===== src/rtl/alu_core.sv =====
// -----------------------------------------------------------------------------
// alu_core
// 32-bit integer ALU for the KGP-RISC execute stage. The operation is chosen
// combinationally from `control`. The result and the four status flags are
// registered, so the outputs always reflect the operands and control value
// sampled at the previous rising clock edge.
//
// Optional feature macro: ALU_ROTATE_EN
//   defined   -> code 8 = ROL and code 9 = ROR, both by b[4:0]
//   undefined -> codes 8 and 9 behave like every other unused code
//
// Ports
//   clk            in   1   system clock, rising edge
//   rst_n          in   1   asynchronous active-low reset
//   a              in  32   operand A, also the shift/rotate source
//   b              in  32   operand B; b[4:0] is the shift/rotate amount
//   control        in   4   operation select
//   result         out 32   registered result
//   zero_flag      out  1   registered, set when result == 0
//   carry_flag     out  1   registered carry, or the last bit shifted out
//   sign_flag      out  1   registered result[31]
//   overflow_flag  out  1   registered signed overflow
// -----------------------------------------------------------------------------
module alu_core #(
    parameter int WIDTH = 32
) (
    input  logic             clk,
    input  logic             rst_n,
    input  logic [WIDTH-1:0] a,
    input  logic [WIDTH-1:0] b,
    input  logic [3:0]       control,
    output logic [WIDTH-1:0] result,
    output logic             zero_flag,
    output logic             carry_flag,
    output logic             sign_flag,
    output logic             overflow_flag
);

    logic [4:0]         w_sh;
    logic [32:0]        w_sum;
    logic [32:0]        w_shl;
    logic [32:0]        w_shr;
    logic signed [32:0] w_sra;
    logic [63:0]        w_rot;
    logic [31:0]        w_res;
    logic               w_carry;
    logic               w_ovf;

    logic [31:0]        r_result;
    logic               r_zero;
    logic               r_carry;
    logic               r_sign;
    logic               r_ovf;

    // Operation select: result, carry and overflow for the current inputs.
    always_comb begin
        w_sh    = b[4:0];
        w_sum   = 33'd0;
        w_shl   = 33'd0;
        w_shr   = 33'd0;
        w_sra   = 33'sd0;
        w_rot   = 64'd0;
        w_res   = 32'd0;
        w_carry = 1'b0;
        w_ovf   = 1'b0;
        case (control)
            4'd0: begin
                w_sum   = {1'b0, a} + {1'b0, b};
                w_res   = w_sum[31:0];
                w_carry = w_sum[32];
                w_ovf   = (a[31] == b[31]) && (w_sum[31] != a[31]);
            end
            4'd1: begin
                // Carry out of a + ~b + 1 is the "no borrow" indication.
                w_sum   = {1'b0, a} + {1'b0, ~b} + 33'd1;
                w_res   = w_sum[31:0];
                w_carry = w_sum[32];
                w_ovf   = (a[31] != b[31]) && (w_sum[31] != a[31]);
            end
            4'd2: begin
                w_res = a & b;
            end
            4'd3: begin
                w_res = a ^ b;
            end
            4'd4: begin
                // Bit 32 of the widened shift is a[32-sh]; it is 0 for sh == 0.
                w_shl   = {1'b0, a} << w_sh;
                w_res   = w_shl[31:0];
                w_carry = w_shl[32];
            end
            4'd5: begin
                // Bit 0 of the widened shift is a[sh-1]; it is 0 for sh == 0.
                w_shr   = {a, 1'b0} >> w_sh;
                w_res   = w_shr[32:1];
                w_carry = w_shr[0];
            end
            4'd6: begin
                w_sra   = $signed({a, 1'b0}) >>> w_sh;
                w_res   = w_sra[32:1];
                w_carry = w_sra[0];
            end
            4'd7: begin
                // 0 - b: minuend sign is 0, so overflow only for b = 0x80000000.
                w_sum   = {1'b0, 32'd0} + {1'b0, ~b} + 33'd1;
                w_res   = w_sum[31:0];
                w_carry = w_sum[32];
                w_ovf   = b[31] && w_sum[31];
            end
`ifdef ALU_ROTATE_EN
            4'd8: begin
                w_rot = {a, a} << w_sh;
                w_res = w_rot[63:32];
                if (w_sh != 5'd0) begin
                    w_carry = w_rot[32];
                end else begin
                    w_carry = 1'b0;
                end
            end
            4'd9: begin
                w_rot = {a, a} >> w_sh;
                w_res = w_rot[31:0];
                if (w_sh != 5'd0) begin
                    w_carry = w_rot[31];
                end else begin
                    w_carry = 1'b0;
                end
            end
`endif
            default: begin
                w_res   = 32'd0;
                w_carry = 1'b0;
                w_ovf   = 1'b0;
            end
        endcase
    end

    // Output register: captures result and flags on every rising edge.
    always_ff @(posedge clk or negedge rst_n) begin
        if (!rst_n) begin
            r_result <= 32'd0;
            r_zero   <= 1'b1;
            r_carry  <= 1'b0;
            r_sign   <= 1'b0;
            r_ovf    <= 1'b0;
        end else begin
            r_result <= w_res;
            r_zero   <= (w_res == 32'd0);
            r_carry  <= w_carry;
            r_sign   <= w_res[31];
            r_ovf    <= w_ovf;
        end
    end

    assign result        = r_result;
    assign zero_flag     = r_zero;
    assign carry_flag    = r_carry;
    assign sign_flag     = r_sign;
    assign overflow_flag = r_ovf;

endmodule


===== config.mk =====
export PLATFORM = sky130hd
export DESIGN_NAME = alu_core
export DESIGN_NICKNAME = d
export VERILOG_FILES = /design/src/rtl/alu_core.sv
export SDC_FILE = /design/constraint.sdc
export NUM_CORES = 1
export LEC_CHECK = 0
export CAP_MARGIN = 40
export CELL_PAD_IN_SITES_DETAIL_PLACEMENT = 1
export CELL_PAD_IN_SITES_GLOBAL_PLACEMENT = 2
export CORE_ASPECT_RATIO = 1.1
export CORE_MARGIN = 4
export CORE_UTILIZATION = 38
export DETAILED_ROUTE_END_ITERATION = 10
export GPL_ROUTABILITY_DRIVEN = 0
export PLACE_DENSITY = 0.95
export SYNTH_ARGS = -nofsm -noshare
export SYNTH_HDL_FRONTEND = slang
export SYNTH_SLANG_ARGS = --single-unit
export TNS_END_PERCENT = 100

===== constraint.sdc =====
create_clock -name clk -period 1.1 [get_ports clk]
set_input_delay 0.22 -clock clk [delete_from_list [all_inputs] [get_ports clk]]
set_output_delay 0.22 -clock clk [all_outputs]
set_load 0.1 [all_outputs]

==> results of run 1 <==
## cell families after synthesis
group	after synthesis
adders and majority gates	70
DFF	35
and+or+nand+nor	551
buffers and inverters	197
xor gates and xnor gates	35
muxes	162
AOI/OAI and AO/OA	483
## metrics by stage
| stage | utilization | area, µm² | setup TNS [ps] |
|---|---|---|---|
| 3_5_place_dp | 0.622 | 18400 | -86220 |
| 2_1_floorplan | - | 12000 | -53630 |
| 3_3_place_gp | 0.622 | 18400 | -79320 |
==> flow_metrics.tcl, run 1 <==
set metrics [dict create \
    avgSynthCellArea_um2 7.41 \
    syn_area_mm2 0.0114 \
    synth_top_area_cell "mux4_2" \
    ys_async_sr_fraction 1.00 \
    ctsHoldBuffers 1 \
    ys_warn_count 0 \
    ys_ff_latch 35 \
    synthSimpleGateAreaFrac 0.239 \
    synthTopCellsByArea "mux4_2 11%, dfrtp_1 7.5%, ha_1 7.5%, mux2i_1 7.2%, nand2_1 5.1%" \
    synthMuxAreaShare 0.208 \
    std_cell_rows 66 \
    stop_stage "clock tree synthesis (4_1_cts)" \
    yosysSeqAreaShare 0.0772 \
    synth_fa_ha_area_frac 0.0784 \
    dp_hpwl_mm 68.6 \
    dp.cells 2571 \
    synth_top_family_by_area "compound AO/OA/AOI/OAI gates" \
    dp_slack_ps -3850 \
    post_cts_buffers 136 \
    ys.flop_type "dfrtp_1" \
    cts_num_sinks 35 \
    cts_resized 573 \
    start_util 0.384 \
    synth-xor-area-share 0.0270 \
    die_w_um 173 \
    htree_levels 2 \
    synth_edf_count 0 \
    stop_error "[ERROR DPL-0033] detailed placement checks failed during check placement." \
    root_buffer "clkbuf_16" \
    postSynthNetCount 1673 \
    portBuffers 105 \
    synth_compound_area_frac 0.295 \
    synth_top_area_frac 0.107 \
    synthCells 1533 \
    clock_path_buffers 2 \
    io_pins 106 \
    cts_buffers 5 \
    ys_top_cells_by_count "153 x nand2_1, 150 x nor2_1, 106 x a21oi_1, 85 x clkbuf_1, 82 x mux2i_1" \
    post-synth-top-count-cell "nand2_1" \
    ys_types 91 \
    fp.dieH_um 189 \
    status "stopped before the end" \
]
==> run 2, diff against run 1 <==
CELL_PAD_IN_SITES_DETAIL_PLACEMENT = default   (was 1)
CELL_PAD_IN_SITES_GLOBAL_PLACEMENT = default   (was 2)
CORE_ASPECT_RATIO = default   (was 1.1)
CORE_UTILIZATION = 34   (was 38)
PLACE_DENSITY = default   (was 0.95)
PLACE_DENSITY_LB_ADDON = 0.15   (was default)
==> run 2 against run 1 <==
Effect of this change:
- the flow now finishes, with violations (negative setup slack)
- synthesized cell count unchanged
- area after synthesis is the same
==> flow_metrics.tcl, run 2 <==
set metrics [dict create \
    status "finished with violations" \
    violations "negative setup slack" \
    die_area_mm2 0.0364 \
    die_w_um 191 \
    register_area_um2 922 \
    fillers 2558 \
    post_dp_cell_area_mm2 0.0186 \
    portBuffers 105 \
    path_class "input pin to flip-flop" \
    crit_buf_inv 4 \
    leakagePower_nw 9.75 \
    final_cell_mix "712 x buf_4, 141 x nand2_1, 125 x nor2_1" \
    required_ps 1320 \
    synth_top_area_frac 0.107 \
    cap_violations 0 \
    fin_ws_ps -2710 \
    synthCells 1533 \
    fmax_ghz 0.263 \
    nets 2507 \
    synth_top_area_cell "mux4_2" \
    yosysSeqAreaShare 0.0772 \
    dp.cells 2669 \
    drv_slew 0 \
    slowest_stage "or4_4" \
    cp-startpoint "b[0]" \
    start_util 0.346 \
    power_density_mw_per_mm2 739 \
    io_pins 106 \
    hold_viol 0 \
    dp_slack_ps -3500 \
    layout_commonest_cell "buf_4" \
    grt_max_degree 45 \
    cts_buffers 5 \
    grt_pass1_wl_mm 104 \
    ys_top_cells_by_count "153 x nand2_1, 150 x nor2_1, 106 x a21oi_1, 85 x clkbuf_1, 82 x mux2i_1" \
    ys_ff_latch 35 \
    clock_path_buffers 2 \
    grt_usage 0.371 \
    synthTopCellsByArea "mux4_2 11%, dfrtp_1 7.5%, ha_1 7.5%, mux2i_1 7.2%, nand2_1 5.1%" \
    core_mm2 0.0328 \
    cp-start-kind "input pin" \
    multi_input_area_mm2 0.0119 \
    num_vias 18000 \
    root_buffer "clkbuf_16" \
    tns_ps -55570 \
    period_share 3.46 \
    syn_area_mm2 0.0114 \
    cts_tree "built" \
    ys_types 91 \
    via_per_inst 6.40 \
    drt-total-wl_mm 72.6 \
    drc 0 \
    cts.clk_slew.worst_paths_ps 60 \
    largest_reg_flops 32 \
    setup_viol 66 \
    period_needed_ps 3810 \
    crit_fanout 10 \
    rsz0062_at_grt "yes" \
    diodes 0 \
    critPathArrivalTime_ps 4030 \
    postSynthNetCount 1673 \
    grt_pass1_vias 17300 \
    min_path_type "input pin to asynchronous set/reset pin" \
    drt_iter0_markers 2528 \
    final_cells 2810 \
    slowest_delay_ps 540 \
    syn_to_final_growth_pct 97.3 \
    gr-total-overflow 0 \
    ys_warn_count 0 \
    ys_async_sr_fraction 1.00 \
    cp_top_family "simple AND/OR/NAND/NOR gates" \
    fin_area_mm2 0.0224 \
    path_cells "buf_12 -> buf_12 -> buf_4 -> mux2_2 -> mux2i_1 -> o21ai_0 -> a22oi_1 -> nor2_1 -> or4_4 -> nand3b_1 -> or4_4 -> nor4_4 -> buf_4 -> nand4bb_4 -> nor4_4" \
    ys.flop_type "dfrtp_1" \
    critPathCaptureType "flip-flop" \
    antenna_found_initial 1 \
    drive_above_1_share 0.588 \
    post-synth-top-count-cell "nand2_1" \
    cts_num_sinks 35 \
    tightestPinTransition_ps 706 \
    drtAntennaViolNets 0 \
    maxSlewHeadroom 0.526 \
    dp_hpwl_mm 54.5 \
    synth_edf_count 0 \
    fp.dieH_um 191 \
    drtPass1Iterations 7 \
    htree_levels 2 \
    avgSynthCellArea_um2 7.41 \
    detail_route.wl_per_cell_um 25.8 \
    vdd_drop_max_mv 0.558 \
    std_cell_rows 66 \
]
-- run 2: cell counts after synthesis --
Identical to the previous run, type by type.
-- run 2: cells by family (layout without fill, tap and decap cells) --
| family | Yosys count | count (layout) | share of synthesized area |
|---|---|---|---|
| AND/OR/NAND/NOR | 551 | 551 | 0.239 |
| AO/OA/AOI/OAI | 483 | 483 | 0.295 |
| buffers and inverters | 197 | 1032 | 0.0757 |
| multiplexers | 162 | 162 | 0.208 |
| adder cells (fa/ha/maj) | 70 | 70 | 0.0784 |
| XOR/XNOR | 35 | 35 | 0.0270 |
| flip-flops | 35 | 35 | 0.0772 |
-- run 2: timing repair --
| action | in CTS | in global routing |
|---|---|---|
| cloned | 1 | 1 |
| hold endpoints to repair | 9 | 0 |
| setup buffers | 110 | 55 |
| hold buffers | 1 | 0 |
| resized for setup | 518 | 219 |
| setup endpoints to repair | 71 | 71 |
| pin swaps | 135 | 140 |
-- run 2: report_power, final --
group | leakage, nW | switching (mW) | internal [mW]
Combinational | 9.26 | 7.04 | 6.13
Sequential | 0.402 | 0.145 | 1.49
Clock | 0.0868 | 0.622 | 1.13
Total | 9.75 | 7.81 | 8.75
-- run 2: area by class of cell --
cell class / count / area share
Sequential cell: 35 / 0.0412
Clock inverter: 2 / 0.00156
Timing Repair Buffer: 957 / 0.380
Inverter: 67 / 0.0132
Clock buffer: 6 / 0.00620
Tap cell: 442 / 0.0247
Multi-Input combinational cell: 1301 / 0.533
-- run 2: through the flow --
step / total power, mW / util / hold slack [ps]
6_report: 16.6 / 0.683 / 352
5_1_grt: 17.1 / 0.683 / 381
4_1_cts: 15.4 / 0.649 / 350
3_5_place_dp: 12.3 / 0.569 / 130
3_3_place_gp: 12.2 / 0.568 / 130
2_1_floorplan: 6.92 / - / -75.6
-- run 2: final timing paths --
| kind | endpoint | slack, ps | cells after the start |
|---|---|---|---|
| min | result[8]$_DFF_PN0_ | 350 | 2 |
| max in group asynchronous | zero_flag$_DFF_PN1_ | 240 | 3 |
| max | zero_flag$_DFF_PN1_ | -2710 | 15 |
| min in group clk | result[31]$_DFF_PN0_ | 590 | 4 |
-- run 2: per-layer routing --
layer | share of wire | track usage
met2 | 0.44 | 0.590
met4 | 0.083 | 0.210
met5 | 0.00012 | 0
met1 | 0.37 | 0.464
met3 | 0.11 | 0.0833
Note: power is estimated with default switching activity, not from simulation.
==> run 3, diff against run 2 <==
ABC_AREA = 1   (was default)
==> run 3 against run 2 <==
Effect of this change:
- routed wire length increased by 16%
- cell area increased by 7.8%
- the run still ends with negative setup slack left
- area after synthesis increased by 4.5%
==> flow_metrics.tcl, run 3 <==
set metrics [dict create \
    std_cell_rows 68 \
    crit_buf_inv 4 \
    antenna_found_initial 1 \
    yosysSeqAreaShare 0.0739 \
    ys_ff_latch 35 \
    dp_hpwl_mm 60.1 \
    gr-total-overflow 0 \
    status "finished with violations" \
    required_ps 1320 \
    final_cell_mix "632 x nand2_1, 596 x buf_4, 282 x nand3_1" \
    core_mm2 0.0345 \
    grt_pass1_vias 20300 \
    htree_levels 2 \
    crit_fanout 7 \
    ys_types 48 \
    path_class "input pin to flip-flop" \
    die_area_mm2 0.0380 \
    fin_ws_ps -1380 \
    drt-total-wl_mm 84.5 \
    slowest_stage "ha_4" \
    crit_path_end "zero_flag$_DFF_PN1_" \
    fp.dieH_um 195 \
    drv_slew 0 \
    critPathArrivalTime_ps 2700 \
    drc 0 \
    cp_top_family "simple AND/OR/NAND/NOR gates" \
    period_share 2.26 \
    leakagePower_nw 12.6 \
    post-synth-top-count-cell "nand2_1" \
    avgSynthCellArea_um2 4.85 \
    tightestPinTransition_ps 445 \
    num_vias 22000 \
    drt_iter0_markers 3473 \
    cts_buffers 5 \
    worst-path-stages 20 \
    root_buffer "clkbuf_16" \
    cap_violations 0 \
    synthTopCellsByArea "nand2_1 29%, nand3_1 18%, inv_1 11%, nor2_1 8.6%, dfrtp_1 7.2%" \
    synth_edf_count 0 \
    ys.flop_type "dfrtp_1" \
    maxSlewHeadroom 0.703 \
    syn_area_mm2 0.0119 \
    ys_warn_count 0 \
    via_per_inst 5.94 \
    grt_usage 0.390 \
    largest_reg_flops 32 \
    dp_slack_ps -2510 \
    die_w_um 195 \
    cts.clk_slew.worst_paths_ps 60 \
    ys_async_sr_fraction 1.00 \
    path_cells "buf_2 -> buf_6 -> ha_4 -> nand2_4 -> nor2_1 -> buf_4 -> nand2_2 -> inv_1 -> nand2_4 -> nand2_1 -> nand2_2 -> nand3_4 -> nand2_4 -> nor2_4 -> nand3_2 -> nor2_2 -> nand2_1 -> nor2_2 -> nand2_1 -> nor2_2" \
    fillers 2626 \
    synth_top_area_frac 0.290 \
    critPathCaptureType "flip-flop" \
    postSynthNetCount 2588 \
    nets 3382 \
    io_pins 106 \
    cp-start-kind "input pin" \
    clock_path_buffers 2 \
    vdd_drop_max_mv 0.645 \
    drtAntennaViolNets 0 \
    cts_tree "built" \
    synthCells 2448 \
    detail_route.wl_per_cell_um 22.9 \
    hold_viol 0 \
    synth_top_area_cell "nand2_1" \
    min_path_type "input pin to asynchronous set/reset pin" \
    drtPass1Iterations 9 \
    period_needed_ps 2480 \
    diodes 0 \
    rsz0062_at_grt "yes" \
    drive_above_1_share 0.535 \
    slowest_delay_ps 360 \
    cts_num_sinks 35 \
    portBuffers 105 \
    setup_viol 38 \
    violations "negative setup slack" \
    syn_to_final_growth_pct 103 \
    p_total_mw 16.7 \
    grt_pass1_wl_mm 116 \
    fmax_ghz 0.403 \
    grt_max_degree 42 \
    start_util 0.344 \
    power_density_mw_per_mm2 692 \
    ys_top_cells_by_count "918 x nand2_1, 435 x nand3_1, 335 x inv_1, 273 x nor2_1, 86 x a21oi_1" \
    tns_ps -33950 \
    layout_commonest_cell "nand2_1" \
    cp-startpoint "a[11]" \
]
## run 3: how the worst min path moves through the flow
stage / from / to / slack [ps] / cells after the start
after floorplan: rst_n / carry_flag$_DFF_PN0_ / -80 / 0
after global placement: rst_n / result[31]$_DFF_PN0_ / 110 / 1
after detailed placement: rst_n / result[31]$_DFF_PN0_ / 110 / 1
after CTS: rst_n / result[31]$_DFF_PN0_ / 350 / 2
after global routing: rst_n / result[31]$_DFF_PN0_ / 370 / 2
final: rst_n / result[31]$_DFF_PN0_ / 340 / 2
## run 3: final cells by class
cell class | instances | area (µm²) | area share
multi-input cells | 1977 | 13000 | 0.539
well taps | 455 | 569 | 0.0236
inverters | 343 | 1380 | 0.0571
clock buffers | 7 | 133 | 0.00549
repair buffers | 880 | 8120 | 0.336
clock inverters | 1 | 5.00 | 0.000207
flip-flops and latches | 35 | 922 | 0.0382
## run 3: routing by layer
metal	track usage	share of wire
met3	0.0929	0.14
met1	0.469	0.33
met2	0.608	0.42
met4	0.282	0.11
met5	0	0.00013
## run 3: timing repair
item,CTS,global route
cloned,6,1
hold buffers,1,0
pin swaps,235,214
endpoints found under the hold margin,10,0
endpoints found under the setup margin,38,51
setup buffers,104,65
gates resized for setup,1055,434
## run 3: per-stage QoR
| step | hold WS [ps] | std cells | utilization | cell area, µm² |
|---|---|---|---|---|
| 4_1_cts | 347 | 3657 | 0.649 | 22400 |
| 6_report | 345 | 3698 | 0.701 | 24200 |
| 2_1_floorplan | -75.6 | 2448 | - | 12300 |
| 5_1_grt | 374 | 3698 | 0.701 | 24200 |
| 3_5_place_dp | 106 | 3549 | 0.538 | 18500 |
| 3_3_place_gp | 108 | 3549 | 0.538 | 18500 |
## run 3: power breakdown
group | switching [mW] | internal, mW | total (mW)
sequential | 0.122 | 1.46 | 1.58
clock | 0.528 | 0.837 | 1.36
combinational | 8.10 | 5.68 | 13.8
## run 3: kinds of logic (layout without fill, tap and decap cells)
| group | after synthesis | in the layout | synth area share |
|---|---|---|---|
| and+or+nand+nor | 1712 | 1712 | 0.611 |
| buffers and inverters | 436 | 1231 | 0.150 |
| adders and majority gates | 70 | 70 | 0.0751 |
| DFF | 35 | 35 | 0.0739 |
| AOI/OAI and AO/OA | 194 | 194 | 0.0897 |
| xor gates and xnor gates | 1 | 1 | 0.000738 |
